File: config.mk
export PLATFORM = sky130hd
export DESIGN_NAME = instr_fetch
export DESIGN_NICKNAME = d
export VERILOG_FILES = /design/src/rtl/instr_fetch.sv
export SDC_FILE = /design/constraint.sdc
export NUM_CORES = 1
export LEC_CHECK = 0
export BUFFER_PORTS_ARGS = -buffer_cell sky130_fd_sc_hd__buf_2
export CORE_AREA = 2 2 74 76
export CTS_CLUSTER_DIAMETER = 80
export DETAILED_ROUTE_END_ITERATION = 16
export DIE_AREA = 0 0 76 78
export GPL_TIMING_DRIVEN = 0
export PLACE_DENSITY = 0.73
export SYNTH_ARGS = -nofsm -noshare
export SYNTH_HDL_FRONTEND = slang
export SYNTH_SLANG_ARGS = --single-unit
File: constraint.sdc
create_clock -name clk -period 1.45 [get_ports clk]
set_input_delay 0.3625 -clock clk [delete_from_list [all_inputs] [get_ports clk]]
set_output_delay 0.3625 -clock clk [all_outputs]
set_load 0.005 [all_outputs]
File: src/rtl/instr_fetch.sv
`default_nettype none
// ============================================================================
// Module      : instr_fetch
// Description : Instruction fetch stage. Owns the program counter, reads
//               instructions over RAM port A (registered, 1-cycle latency),
//               holds each word in an instruction register and hands it to
//               the decoder through a valid/ready handshake. A branch
//               redirect is applied when the held instruction is accepted.
//               Port A is left alone whenever the datapath signals a
//               load/store (ls_busy).
//
//               Optional feature: define FETCH_INSTR_COUNT_EN to build the
//               saturating accepted-instruction counter; otherwise
//               instr_count is tied to zero.
//
// Ports       : clk           in   system clock, rising edge
//               reset         in   asynchronous reset, active low
//               mem_addr      out  port A address (always equals pc)
//               mem_en        out  port A read request
//               mem_rdata     in   port A read data
//               ls_busy       in   datapath owns port A this cycle
//               instr         out  instruction register
//               instr_valid   out  instr holds a fetched instruction
//               instr_ready   in   decoder accepts instr this cycle
//               branch_taken  in   redirect pc on acceptance
//               branch_target in   redirect address
//               pc            out  address of current/next instruction
//               instr_count   out  accepted-instruction count
//
// Revision    : 1.0 - initial release
// ============================================================================
module instr_fetch #(
  parameter int                ADDR_W   = 16,
  parameter int                DATA_W   = 16,
  parameter logic [ADDR_W-1:0] RESET_PC = '0
) (
  input  logic              clk,
  input  logic              reset,
  output logic [ADDR_W-1:0] mem_addr,
  output logic              mem_en,
  input  logic [DATA_W-1:0] mem_rdata,
  input  logic              ls_busy,
  output logic [DATA_W-1:0] instr,
  output logic              instr_valid,
  input  logic              instr_ready,
  input  logic              branch_taken,
  input  logic [ADDR_W-1:0] branch_target,
  output logic [ADDR_W-1:0] pc,
  output logic [15:0]       instr_count
);

  typedef enum logic [1:0] {
    ST_IDLE  = 2'd0,
    ST_FETCH = 2'd1,
    ST_WAIT  = 2'd2,
    ST_HOLD  = 2'd3
  } state_t;

  localparam logic [ADDR_W-1:0] C_PC_INC = {{(ADDR_W-1){1'b0}}, 1'b1};

  state_t              state_q, state_d;
  logic [ADDR_W-1:0]   pc_q, pc_d;
  logic [DATA_W-1:0]   instr_q, instr_d;
  logic                instr_valid_q, instr_valid_d;
  logic                accept;

  // --------------------------------------------------------------------------
  // Next-state / output logic
  // --------------------------------------------------------------------------
  always_comb begin
    state_d       = state_q;
    pc_d          = pc_q;
    instr_d       = instr_q;
    instr_valid_d = 1'b0;
    accept        = 1'b0;
    mem_en        = 1'b0;

    case (state_q)
      ST_IDLE: begin
        state_d = ST_FETCH;
      end

      ST_FETCH: begin
        // Request goes out the same cycle the datapath releases port A.
        mem_en = !ls_busy;
        if (!ls_busy) begin
          state_d = ST_WAIT;
        end
      end

      ST_WAIT: begin
        // Read is already in flight, so ls_busy no longer matters here.
        instr_d       = mem_rdata;
        instr_valid_d = 1'b1;
        state_d       = ST_HOLD;
      end

      ST_HOLD: begin
        instr_valid_d = 1'b1;
        if (instr_ready) begin
          accept        = 1'b1;
          instr_valid_d = 1'b0;
          pc_d          = branch_taken ? branch_target : (pc_q + C_PC_INC);
          state_d       = ST_FETCH;
        end
      end

      default: begin
        state_d = ST_IDLE;
      end
    endcase
  end

  // --------------------------------------------------------------------------
  // State registers
  // --------------------------------------------------------------------------
  always_ff @(posedge clk or negedge reset) begin
    if (!reset) begin
      state_q       <= ST_IDLE;
      pc_q          <= RESET_PC;
      instr_q       <= '0;
      instr_valid_q <= 1'b0;
    end else begin
      state_q       <= state_d;
      pc_q          <= pc_d;
      instr_q       <= instr_d;
      instr_valid_q <= instr_valid_d;
    end
  end

  assign mem_addr    = pc_q;
  assign pc          = pc_q;
  assign instr       = instr_q;
  assign instr_valid = instr_valid_q;

  // --------------------------------------------------------------------------
  // Optional accepted-instruction counter (saturating)
  // --------------------------------------------------------------------------
`ifdef FETCH_INSTR_COUNT_EN
  logic [15:0] instr_count_q, instr_count_d;

  always_comb begin
    instr_count_d = instr_count_q;
    if (accept && (instr_count_q != 16'hFFFF)) begin
      instr_count_d = instr_count_q + 16'd1;
    end
  end

  always_ff @(posedge clk or negedge reset) begin
    if (!reset) begin
      instr_count_q <= 16'h0000;
    end else begin
      instr_count_q <= instr_count_d;
    end
  end

  assign instr_count = instr_count_q;
`else
  logic unused_accept;
  assign unused_accept = accept;
  assign instr_count   = 16'h0000;
`endif

endmodule
`default_nettype wire

# Word-level counts from Yosys, hierarchy flattened
# Index checks and enable logic that the tools add are counted.
# word_totals
mem_count	0
ramBits	0
romBits	0
latchBits	0
ff_bits	35
# classes
n_mux	7
n_shift	0
reduce_logical	4
mul	0
bitwise_logic	0
div_mod_pow	0
n_lt_le_gt_ge	0
add_sub_neg	1
eq_ne	5
# op_table
operator	n
16-bit by 1-bit adder with 16-bit output (second input constant)	1
16-bit two-way mux	1
2-bit case mux with 4 select lines	1
2-bit == test (second input constant)	2
2-bit two-way mux	2
2-bit inequality test (second input constant)	2
2-bit AND reduction	2
2-bit by 1-bit == test with 1-bit output (second input constant)	1
2-bit logical NOT	1
1-bit two-way mux	2
1-bit case mux with 2 select lines	1
1-bit logical NOT	1

# Longest topological paths before layout
# Gate-level depths: netlist (run 1).
# logic_depth
ltp_word	3
depth_mapped	6
mapped_depth_nobuf	5

# Worst setup path before layout (run 1)
# Ideal clock, no wire load.
# synth_path
path_type	flip-flop to flip-flop
start	register pc_q[0], in the netlist mem_addr[0]
end	register pc_q[12], in the netlist mem_addr[12]
setup_ns	0.126
path_slack_ns	-0.120
arrival_ns	1.444
stages_incl_launch_ff	6
n_path_buf	0
cell_sequence	dfrtp_1 -> ha_1 -> nand4_4 -> or4_1 -> o21ai_1 -> a21oi_1
# synth_between
elab_chain_cells	2
# synth_rtl
item	line_no	rtl
from (decl)	62	logic [ADDR_W-1:0] pc_q, pc_d;
from (signal assigned)	125	pc_q <= pc_d;
16-bit by 1-bit adder with 16-bit output	103	pc_d = branch_taken ? branch_target : (pc_q + C_PC_INC);
16-bit two-way mux	103	
# No other way between the ends.
# A chain may end at the register's enable or synchronous reset.

# Worst setup path in the final report (run 1)
# layout_path
start	register state_q[1]
end	output mem_en
# layout_between
elab_chain_cells	2
# layout_rtl
item	line_no	rtl
from (decl)	61	state_t state_q, state_d;
from (signal assigned)	124	state_q <= state_d;
2-bit by 1-bit == test with 1-bit output	78	case (state_q)
1-bit two-way mux	78	
to (decl)	40	output logic mem_en,
# No other way between the ends.

==> results of run 1 <==
-- logic make-up after synthesis --
logic type,share of synthesized area
fa+ha+maj,0.0246
flops,0.431
compound gates,0.143
buf+inv,0.156
other cells,0.00184
simple gates,0.141
mux,0.103
-- per-layer routing --
layer	up-vias	track usage	routed length (um)
met2	90	0.290	2470
met4	0	0.0600	57
met1	870	0.221	2070
met5	-	0	0
li1	918	-	-
met3	7	0.0547	464
-- worst min path at each step --
| stage | from | endpoint | slack, ps | depth (start not counted) |
|---|---|---|---|---|
| 2_1_floorplan | reset | instr[0] | 70 | 0 |
| 3_3_place_gp | instr[13] | instr[13] | 490 | 1 |
| 3_5_place_dp | reset | mem_addr[10] | 490 | 1 |
| 4_1_cts | reset | mem_addr[10] | 180 | 1 |
| 5_1_grt | reset | mem_addr[3] | 210 | 1 |
| 6_report | reset | mem_addr[11] | 150 | 1 |
-- worst max-delay path, cell delays in order (launching register included) --
cell and delay, ps:
dfrtp_1 400, inv_1 70, ha_2 170, nor2b_1 120, buf_2 120
-- where the power goes --
part	total, mW	internal, mW	switching (mW)
sequential	1.99	1.49	0.508
combinational	2.73	1.61	1.13
clock	0.865	0.502	0.363
-- flip-flops by register name (all words and copies together), names as in the netlist --
name         flops
state_q          2
mem_addr        16
instr_valid      1
instr           16
-- synthesized netlist by cell type, drive strengths merged --
cell type / n
a21oi: 15
o22ai: 3
or3: 3
dfrtp: 35
nor3b: 1
a311o: 1
a2bb2oi: 1
o21bai: 1
nor2: 9
nand4: 4
o21ai: 15
inv: 9
ha: 4
a311oi: 2
or2: 1
o22a: 1
nor4: 4
or4: 2
o31ai: 1
conb: 1
clkbuf: 5
mux2i: 3
o21a: 1
nor2b: 2
o2bb2ai: 1
mux2: 16
and2: 1
o211ai: 1
a211oi: 2
buf: 37
nand2: 7
nand3: 6
and3: 2
nor3: 5
a22oi: 3
-- layout make-up --
type                            instances  share of cell area
Sequential cell                        35               0.301
Tap cell                               70              0.0297
Timing Repair Buffer                   99               0.186
Multi-Input combinational cell        134               0.332
Inverter                                9              0.0114
Buffer                                 40               0.105
Clock inverter                          2              0.0127
Clock buffer                            5              0.0233
-- per-stage QoR --
stage	instances	worst slack [ps]
after global placement	376	-208
final	394	-75.5
after detailed placement	376	-221
after CTS	390	-69.2
after floorplan	220	-54.7
after global routing	394	-151
-- timing repair --
item,CTS,global route
setup buffers,7,6
resized for setup,26,18
endpoints found under the setup margin,27,26
pin swaps,2,3
==> out/qor.csv, run 1 <==
stage,metric,value,unit
status,status,"finished, violations left",
status,failing checks,negative setup slack,
global_route,initial antenna violation count,0,
routing,DR pass1 iterations,4,
critical_path,crit-path max FO,3,
clock_network,CTS tree,yes,
hold_path,Hold Path Class,in2async,
global_route,largest net degree at the start of global routing,36,
global_route,vias in the first global route,1791,
timing,final setup margin,-75.5,ps
synthesis,Post-Syn Area,2030,um2
clock_network,CTS root buf,clkbuf_8,
critical_path,critical path class,reg2out,
clock_network,H-tree depth,2,
synthesis,Synth area leaders,"dfrtp_1 (43%), buf_4 (12%), mux2_2 (8.9%)",
synthesis,Syn. warnings,0,
clock_network,hold buffers post-CTS,0,
routing,antenna-violating nets left,0,
global_route,GRT Overall Usage,0.177,
floorplan,Die Ht,78,um
critical_path,reg2reg setup slack,-10,ps
finish,final core occ,0.585,
timing,final clock period utilization by the worst path,1.05,
timing,max frequency,656,MHz
synthesis,Seq cells post-synth,35,
finish,area delta synth->final,45.1,%
critical_path,RR Endpoint,mem_addr[12],
clock_network,Num CTS Buffers,5,
finish,post-route cell area,2950,um2
critical_path,Startpoint Class,register,
finish,"commonest non-fill, non-tap cell in the layout",buf_2,
synthesis,post-synthesis area per instance,9.92,um2
pwr,pwr/cell area,1900,nW/um2
routing,wire per inst,12.9,um
timing,setup TNS,-89.5,ps
critical_path,Worst Setup End Kind,output pin,
place,Port Buf Inserts,86,
floorplan,die area,5930,um2
finish,layout cells sized above 1,0.583,
pwr,Pwr Total,5.59,mW
finish,sequential cell area,887,um2
routing,Iteration-0 DRC Markers,140,
critical_path,r2r startpoint,mem_addr[9],
floorplan,row cnt,26,
floorplan,Starting Density,0.403,
synthesis,Mapped Cells,205,
routing,post-route DRC violation count,0,
timing,RSZ-0062 raised after global routing,yes,
global_route,total gr overflow,0,
finish,Fillers,451,
timing,WHS,145,ps
floorplan,# IOs,103,
clock_network,CTS Buffer Depth,2,
synthesis,sequential fraction of the synthesis area,0.431,
timing,slew at the pin closest to its max-slew limit,777,ps
place,Post-DP HPWL,3540,um
critical_path,Worst Path Required,1090,ps
pwr,worst vdd ir,1.05,mV
finish,multi-input logic area,980,um2
global_route,global-route wire length before repair,8490,um
pwr,Pleak,1.44,nW
clock_network,"Reg clk slew, reported paths",70,ps
finish,nets,365,
timing,Finish-stage setup viols,2,
routing,Vias per Instance,4.78,
timing,minimum clock period,1530,ps
critical_path,crit path launch,state_q[1],
timing,final hold violations,0,
place,GP Congestion,0.820,
critical_path,Critical Path AT,1160,ps
synthesis,post-synth cell types,41,
timing,Max transition margin,0.482,
timing,clk_skew,4.31,ps
place,DP Area,2620,um2
critical_path,capture point of the critical path,mem_en,
finish,diode count,0,
finish,"commonest cells after routing, fill and taps aside","buf_2 (86), buf_4 (42), dfrtp_1 (26), mux2_2 (16), conb_1 (16)",
critical_path,R2R depth,5,
synthesis,leading area contributor after synthesis,dfrtp_1,
routing,Routed Wire Length,5070,um
clock_network,clk_lat worst skew,290,ps
timing,final slew viol count,0,
clock_network,CTS Sinks,35,
routing,via count,1885,
run,Max Cap Viol,0,
synthesis,top cell type's share of synthesized area,0.431,
floorplan,die width,76,um
floorplan,core area,5040,um2
Note: power is estimated with default switching activity, not from simulation.
==> inputs of run 2 (changes only) <==
--- a/config.mk
+++ b/config.mk
@@ -5,11 +5,12 @@
 export SDC_FILE = /design/constraint.sdc
 export NUM_CORES = 1
 export LEC_CHECK = 0
+export ABC_AREA = 1
 export BUFFER_PORTS_ARGS = -buffer_cell sky130_fd_sc_hd__buf_2
-export CORE_AREA = 2 2 74 76
+export CORE_AREA = 2 2 75 77
 export CTS_CLUSTER_DIAMETER = 80
 export DETAILED_ROUTE_END_ITERATION = 16
-export DIE_AREA = 0 0 76 78
+export DIE_AREA = 0 0 77 79
 export GPL_TIMING_DRIVEN = 0
 export PLACE_DENSITY = 0.73
 export SYNTH_ARGS = -nofsm -noshare
==> run 2 against run 1 <==
Compared with the run above:
- the run still ends with negative setup slack left
- sequential cell count did not move
- critical endpoint unchanged
- sequential power barely moved
- largest power group unchanged
- clock skew rose by 1.8 ps
- sequential share of layout area fell by 0.34 points
- clock power fell by 19%
- first-iteration DRC count rose by 17%
- synthesized cell count rose by 30%
- global-route usage rose by 0.15 points
- critical path type unchanged
- hold slack improved by 7.8 ps
==> out/qor.csv, run 2 <==
stage,metric,value,unit
critical_path,cell family with most CP delay,flip-flops,
clock_network,CTS tree,yes,
global_route,total gr overflow,0,
global_route,vias in the first global route,1988,
place,GP Congestion,0.883,
synthesis,Post-synth EDFFs,0,
global_route,global-route wire length before repair,8740,um
critical_path,R2R depth,6,
synthesis,Simple-Gate Fraction of Synth Area,0.214,
critical_path,crit-path max FO,4,
finish,area delta synth->final,39.5,%
timing,final setup margin,-113,ps
critical_path,CP bufs+invs,3,
routing,DR pass1 iterations,5,
timing,final hold violations,0,
pwr,Pwr Total,5.82,mW
finish,Fillers,509,
routing,antenna-violating nets left,0,
global_route,largest net degree at the start of global routing,36,
floorplan,core area,5340,um2
finish,"commonest non-fill, non-tap cell in the layout",buf_2,
synthesis,Synth top cells by count,"nand2_1 (53), dfrtp_1 (35), buf_4 (33), nor2_1 (33), inv_1 (26)",
floorplan,Starting Density,0.398,
pwr,Int Power,3.58,mW
timing,max frequency,640,MHz
critical_path,CP cell instances,"inv_1, ha_2, inv_2, nor2_1, buf_2",
critical_path,Critical Path AT,1200,ps
clock_network,clk_lat worst skew,290,ps
critical_path,Slowest cell on crit path,dfrtp_1,
synthesis,post-synthesis area per instance,7.99,um2
routing,via count,2098,
routing,Vias per Instance,4.60,
floorplan,die area,6080,um2
clock_network,CTS Sinks,35,
pwr,Seq pwr share,0.339,
synthesis,top_reg_cell synth,dfrtp_1,
synthesis,largest family of logic cells by synthesized area,simple AND/OR/NAND/NOR gates,
run,Max Cap Viol,0,
floorplan,# IOs,103,
routing,Iteration-0 DRC Markers,164,
global_route,met3 usage in global routing,0.0568,
timing,final slew viol count,0,
critical_path,Worst Path Required,1090,ps
timing,minimum clock period,1560,ps
status,status,"finished, violations left",
critical_path,Startpoint Class,register,
clock_network,Num CTS Buffers,5,
pwr,Pleak,1.60,nW
timing,setup TNS,-632,ps
timing,Max transition margin,0.465,
global_route,met1 Use GR,0.214,
synthesis,Syn. warnings,0,
synthesis,Seq cells post-synth,35,
global_route,initial antenna violation count,0,
pwr,pwr/cell area,1960,nW/um2
critical_path,max incr delay on CP,410,ps
critical_path,Crit. path cell count,5,
clock_network,"Reg clk slew, reported paths",70,ps
status,failing checks,negative setup slack,
clock_network,CTS Buffer Depth,2,
global_route,M2 GR Usage,0.304,
synthesis,Mapped Cells,266,
routing,Routed Wire Length,5410,um
synthesis,mux share of post-synthesis cell area,0.0848,
global_route,busiest grt layer,met2,
finish,diode count,0,
clock_network,H-tree depth,2,
synthesis,compound-gate portion of the synthesized area,0.0801,
routing,wire per inst,11.9,um
timing,final clock period utilization by the worst path,1.08,
routing,post-route DRC violation count,0,
synthesis,ys async rst share,1.00,
floorplan,Die Ht,79,um
synthesis,fraction of the mapped netlist area in adder cells,0.0236,
pwr,P_sw,2.25,mW
timing,RSZ-0062 raised after global routing,yes,
hold_path,Hold Path Class,in2async,
timing,slew at the pin closest to its max-slew limit,803,ps
finish,nets,424,
pwr,Clk network pwr share,0.120,
floorplan,die width,77,um
critical_path,critical path class,reg2out,
clock_network,CTS root buf,clkbuf_8,
finish,"commonest cells after routing, fill and taps aside","buf_2 (86), nand2_1 (51), buf_4 (40), dfrtp_1 (31), nor2_1 (30)",
floorplan,row cnt,27,
critical_path,Worst Setup End Kind,output pin,
synthesis,XOR/XNOR Fraction of Synth Area,0,
synthesis,sequential fraction of the synthesis area,0.412,
pwr,sw frac,0.386,
timing,Finish-stage setup viols,17,
synthesis,top cell type's share of synthesized area,0.412,
finish,layout cells sized above 1,0.471,
timing,clk_skew,6.08,ps
pwr,Comb pwr share,0.541,
global_route,GRT Overall Usage,0.178,
clock_network,hold buffers post-CTS,0,
place,Port Buf Inserts,85,
pwr,worst vdd ir,1.05,mV
place,Post-DP HPWL,3940,um
synthesis,most common cell in the netlist,nand2_1,
synthesis,post-synth cell types,23,
synthesis,Synth area leaders,"dfrtp_1 (41%), buf_4 (12%), nand2_1 (9.4%)",
synthesis,Post-Syn Area,2120,um2
synthesis,leading area contributor after synthesis,dfrtp_1,
-- run 2: cell types whose count changed after synthesis, moves of 3 or more --
cell      previous run  this run
nand2_1              6        53
nor2_1               9        33
inv_1                9        26
nand3_1              5        15
clkbuf_1             5         1
nor3_1               4         0
nor4_1               4         0
a22oi_1              3         0
mux2i_1              3         0
o21ai_0             13        16
or3_1                3         0
-- run 2: worst paths after layout --
kind | start | to | slack, ps
setup / recovery | state_q[1] | mem_en | -110
hold / removal | reset | instr[1] | 150
setup reg to reg | state_q[1] | instr[8] | -50
hold reg to reg | instr[10] | instr[10] | 510
max in group asynchronous | reset | mem_addr[2] | 730
min in group clk | mem_rdata[5] | instr[5] | 300
-- run 2: worst register-to-register path, cell delays in order (launching register included) --
cell	delay, ps
dfrtp_1	410
buf_4	140
buf_4	120
ha_2	170
buf_6	130
clkbuf_16	150
mux2_2	270
-- run 2: final cells by class --
class                   count  area [um2]  share of cell area
repair buffers             96         539               0.182
flip-flops and latches     35         881               0.297
clock inverters             2        12.5             0.00422
plain buffers              39         307               0.103
well taps                  72        90.1              0.0304
clock buffers               6        72.6              0.0245
inverters                  27         101              0.0342
multi-input cells         179         961               0.324
-- run 2: through the flow --
step	worst slack, ps	instances	util	hold slack [ps]	area, um2
after floorplan	31.4	281	-	66.9	2180
after detailed placement	-122	438	0.505	490	2700
final	-113	456	0.555	153	2960
after global routing	-188	456	0.555	223	2960
after CTS	-105	450	0.531	176	2830
after global placement	-90.0	438	0.505	486	2700
-- run 2: kinds of logic after synthesis --
family,count (synthesis)
AO/OA/AOI/OAI,33
adder cells (fa/ha/maj),4
multiplexers,16
flip-flops,35
buffers and inverters,67
AND/OR/NAND/NOR,110
other,1
-- run 2: per-layer routing --
metal  up-vias  routed length, um
met2        84               2680
met1       974               2190
li1       1036                  -
met3         4                496
met4         0                 42
met5         -                  0
-- run 2: repair_timing --
action | CTS | global route
endpoints found under the setup margin | 20 | 28
resized for setup | 9 | 25
pin swaps | 0 | 1
buffers inserted | 4 | 6
cloned | 0 | 1
-- run 2: power by group through the flow --
| stage | clock network [mW] | registers, mW | logic [mW] |
|---|---|---|---|
| after floorplan | 0 | 1.94 | 1.62 |
| after global placement | 0 | 1.96 | 2.58 |
| after detailed placement | 0 | 1.97 | 2.66 |
| after CTS | 0.717 | 1.94 | 2.83 |
| after global routing | 0.749 | 2.07 | 3.51 |
| final | 0.700 | 1.97 | 3.15 |
==> inputs of run 3 (changes only) <==
==> constraint.sdc (replaced) <==
create_clock -name clk -period 1.45 [get_ports clk]
set_input_delay 0.3625 -clock clk [delete_from_list [all_inputs] [get_ports clk]]
set_output_delay 0.3625 -clock clk [all_outputs]
set_load 0.1 [all_outputs]
==> run 3 against run 2 <==
Compared with the run above:
- the run still ends with negative setup slack left
- sequential share of layout area decreased by 2.7 points
- die area unchanged
- first-iteration DRC count increased by 14%
- routed wire length increased by 7.1%
- critical path depth unchanged
- utilization increased by 8.6 points
- hold slack got worse by 3.9 ps
- setup slack got worse by 52 ps
- via count decreased by 0.33%
- global-route usage increased by 2.3 points
- critical path type unchanged
==> out/qor.csv, run 3 (synthesis results as in run 2) <==
stage,metric,value,unit
status,status,"finished, violations left",
status,failing checks,negative setup slack,
critical_path,R2R depth,9,
clock_network,CTS Buffer Depth,2,
critical_path,Worst Setup End Kind,output pin,
global_route,GRT Overall Usage,0.201,
floorplan,row cnt,27,
timing,minimum clock period,1610,ps
clock_network,CTS tree,yes,
floorplan,die width,77,um
timing,max frequency,619,MHz
critical_path,RR Endpoint,mem_addr[15],
finish,"commonest non-fill, non-tap cell in the layout",buf_4,
critical_path,r2r startpoint,mem_addr[3],
hold_path,Hold Path Class,in2async,
routing,DR pass1 iterations,4,
critical_path,Worst Path Required,1090,ps
routing,Vias per Instance,4.54,
run,Max Cap Viol,0,
routing,via count,2091,
routing,Routed Wire Length,5790,um
clock_network,Num CTS Buffers,5,
finish,diode count,0,
global_route,largest net degree at the start of global routing,36,
timing,final clock period utilization by the worst path,1.11,
finish,area delta synth->final,61.0,%
critical_path,Startpoint Class,register,
global_route,global-route wire length before repair,9650,um
global_route,total gr overflow,0,
finish,layout cells sized above 1,0.532,
timing,Finish-stage setup viols,3,
finish,"commonest cells after routing, fill and taps aside","buf_4 (60), nand2_1 (48), buf_2 (38), nor2_1 (25), inv_1 (23)",
timing,RSZ-0062 raised after global routing,yes,
global_route,vias in the first global route,2170,
clock_network,H-tree depth,2,
clock_network,clk_lat worst skew,300,ps
timing,final setup margin,-164,ps
timing,setup TNS,-184,ps
critical_path,crit-path max FO,3,
global_route,initial antenna violation count,0,
critical_path,reg2reg setup slack,80,ps
finish,multi-input logic area,1030,um2
timing,final slew viol count,0,
place,Port Buf Inserts,85,
floorplan,# IOs,103,
routing,Iteration-0 DRC Markers,187,
timing,clk_skew,16.8,ps
clock_network,hold buffers post-CTS,0,
finish,sequential cell area,926,um2
critical_path,capture point of the critical path,mem_en,
clock_network,"Reg clk slew, reported paths",90,ps
critical_path,Critical Path AT,1250,ps
timing,Max transition margin,0.460,
timing,final hold violations,0,
critical_path,critical path class,reg2out,
clock_network,CTS root buf,clkbuf_8,
routing,wire per inst,12.6,um
place,GP Congestion,0.900,
floorplan,core area,5340,um2
clock_network,CTS Sinks,35,
timing,slew at the pin closest to its max-slew limit,810,ps
routing,post-route DRC violation count,0,
place,Post-DP HPWL,4050,um
floorplan,Die Ht,79,um
floorplan,die area,6080,um2
floorplan,Starting Density,0.398,
routing,antenna-violating nets left,0,
finish,Fillers,465,
critical_path,crit path launch,state_q[1],
place,Place WS,-138,ps
finish,nets,429,
-- run 3: cell types whose count changed in the layout (fill, tap and decap cells not counted), moves of 10 or more --
cell / delta
buf_2: -48
clkbuf_4: +10
dfrtp_4: +12
buf_12: +13
buf_4: +20
dfrtp_1: -12
buf_6: +12
-- run 3: worst min-delay path by stage --
stage,startpoint,to,slack (ps),cells after the start
2_1_floorplan,reset,instr[0],70,0
3_3_place_gp,reset,instr[13],490,1
3_5_place_dp,instr[8],instr[8],490,1
4_1_cts,reset,mem_addr[7],170,1
5_1_grt,reset,mem_addr[7],200,1
6_report,reset,mem_addr[6],150,1
-- run 3: final cells by class --
type | count | share of cell area
buffer | 37 | 0.0929
clock buffer | 6 | 0.0212
clock inverter | 2 | 0.00366
inverter | 27 | 0.0304
multi-input combinational | 179 | 0.301
sequential | 35 | 0.271
tap | 72 | 0.0263
timing repair buffer | 103 | 0.254
-- run 3: layer usage --
layer	global-route usage	vias up	wire, um
met5	0	-	0
li1	-	1040	-
met3	0.0591	12	410
met1	0.231	957	2340
met4	0.107	0	123
met2	0.341	82	2920
-- run 3: critical path, cell delays in order (launching register included) --
cell and delay [ps]:
dfrtp_1 400, inv_1 60, ha_2 170, inv_2 50
nor2_4 90, buf_12 180
-- run 3: what timing repair did --
action                                  CTS  global route
gates resized for setup                  88            51
endpoints found under the hold margin     0             0
buffers inserted                         14             4
pin swaps                                 0             3
endpoints found under the setup margin   61            51
-- run 3: per-stage QoR --
| step | std cells | utilization | hold WS (ps) | instance area, um2 |
|---|---|---|---|---|
| finish | 461 | 0.641 | 149 | 3420 |
| global route | 461 | 0.641 | 201 | 3420 |
| CTS | 460 | 0.611 | 173 | 3260 |
| detailed placement | 438 | 0.523 | 491 | 2790 |
| global placement | 438 | 0.523 | 485 | 2790 |
| floorplan | 281 | - | 66.9 | 2270 |
Power of run 3 is left out: the tool's default activity adds up to more than one toggle a clock period on the data nets, which glitch-free logic cannot reach.
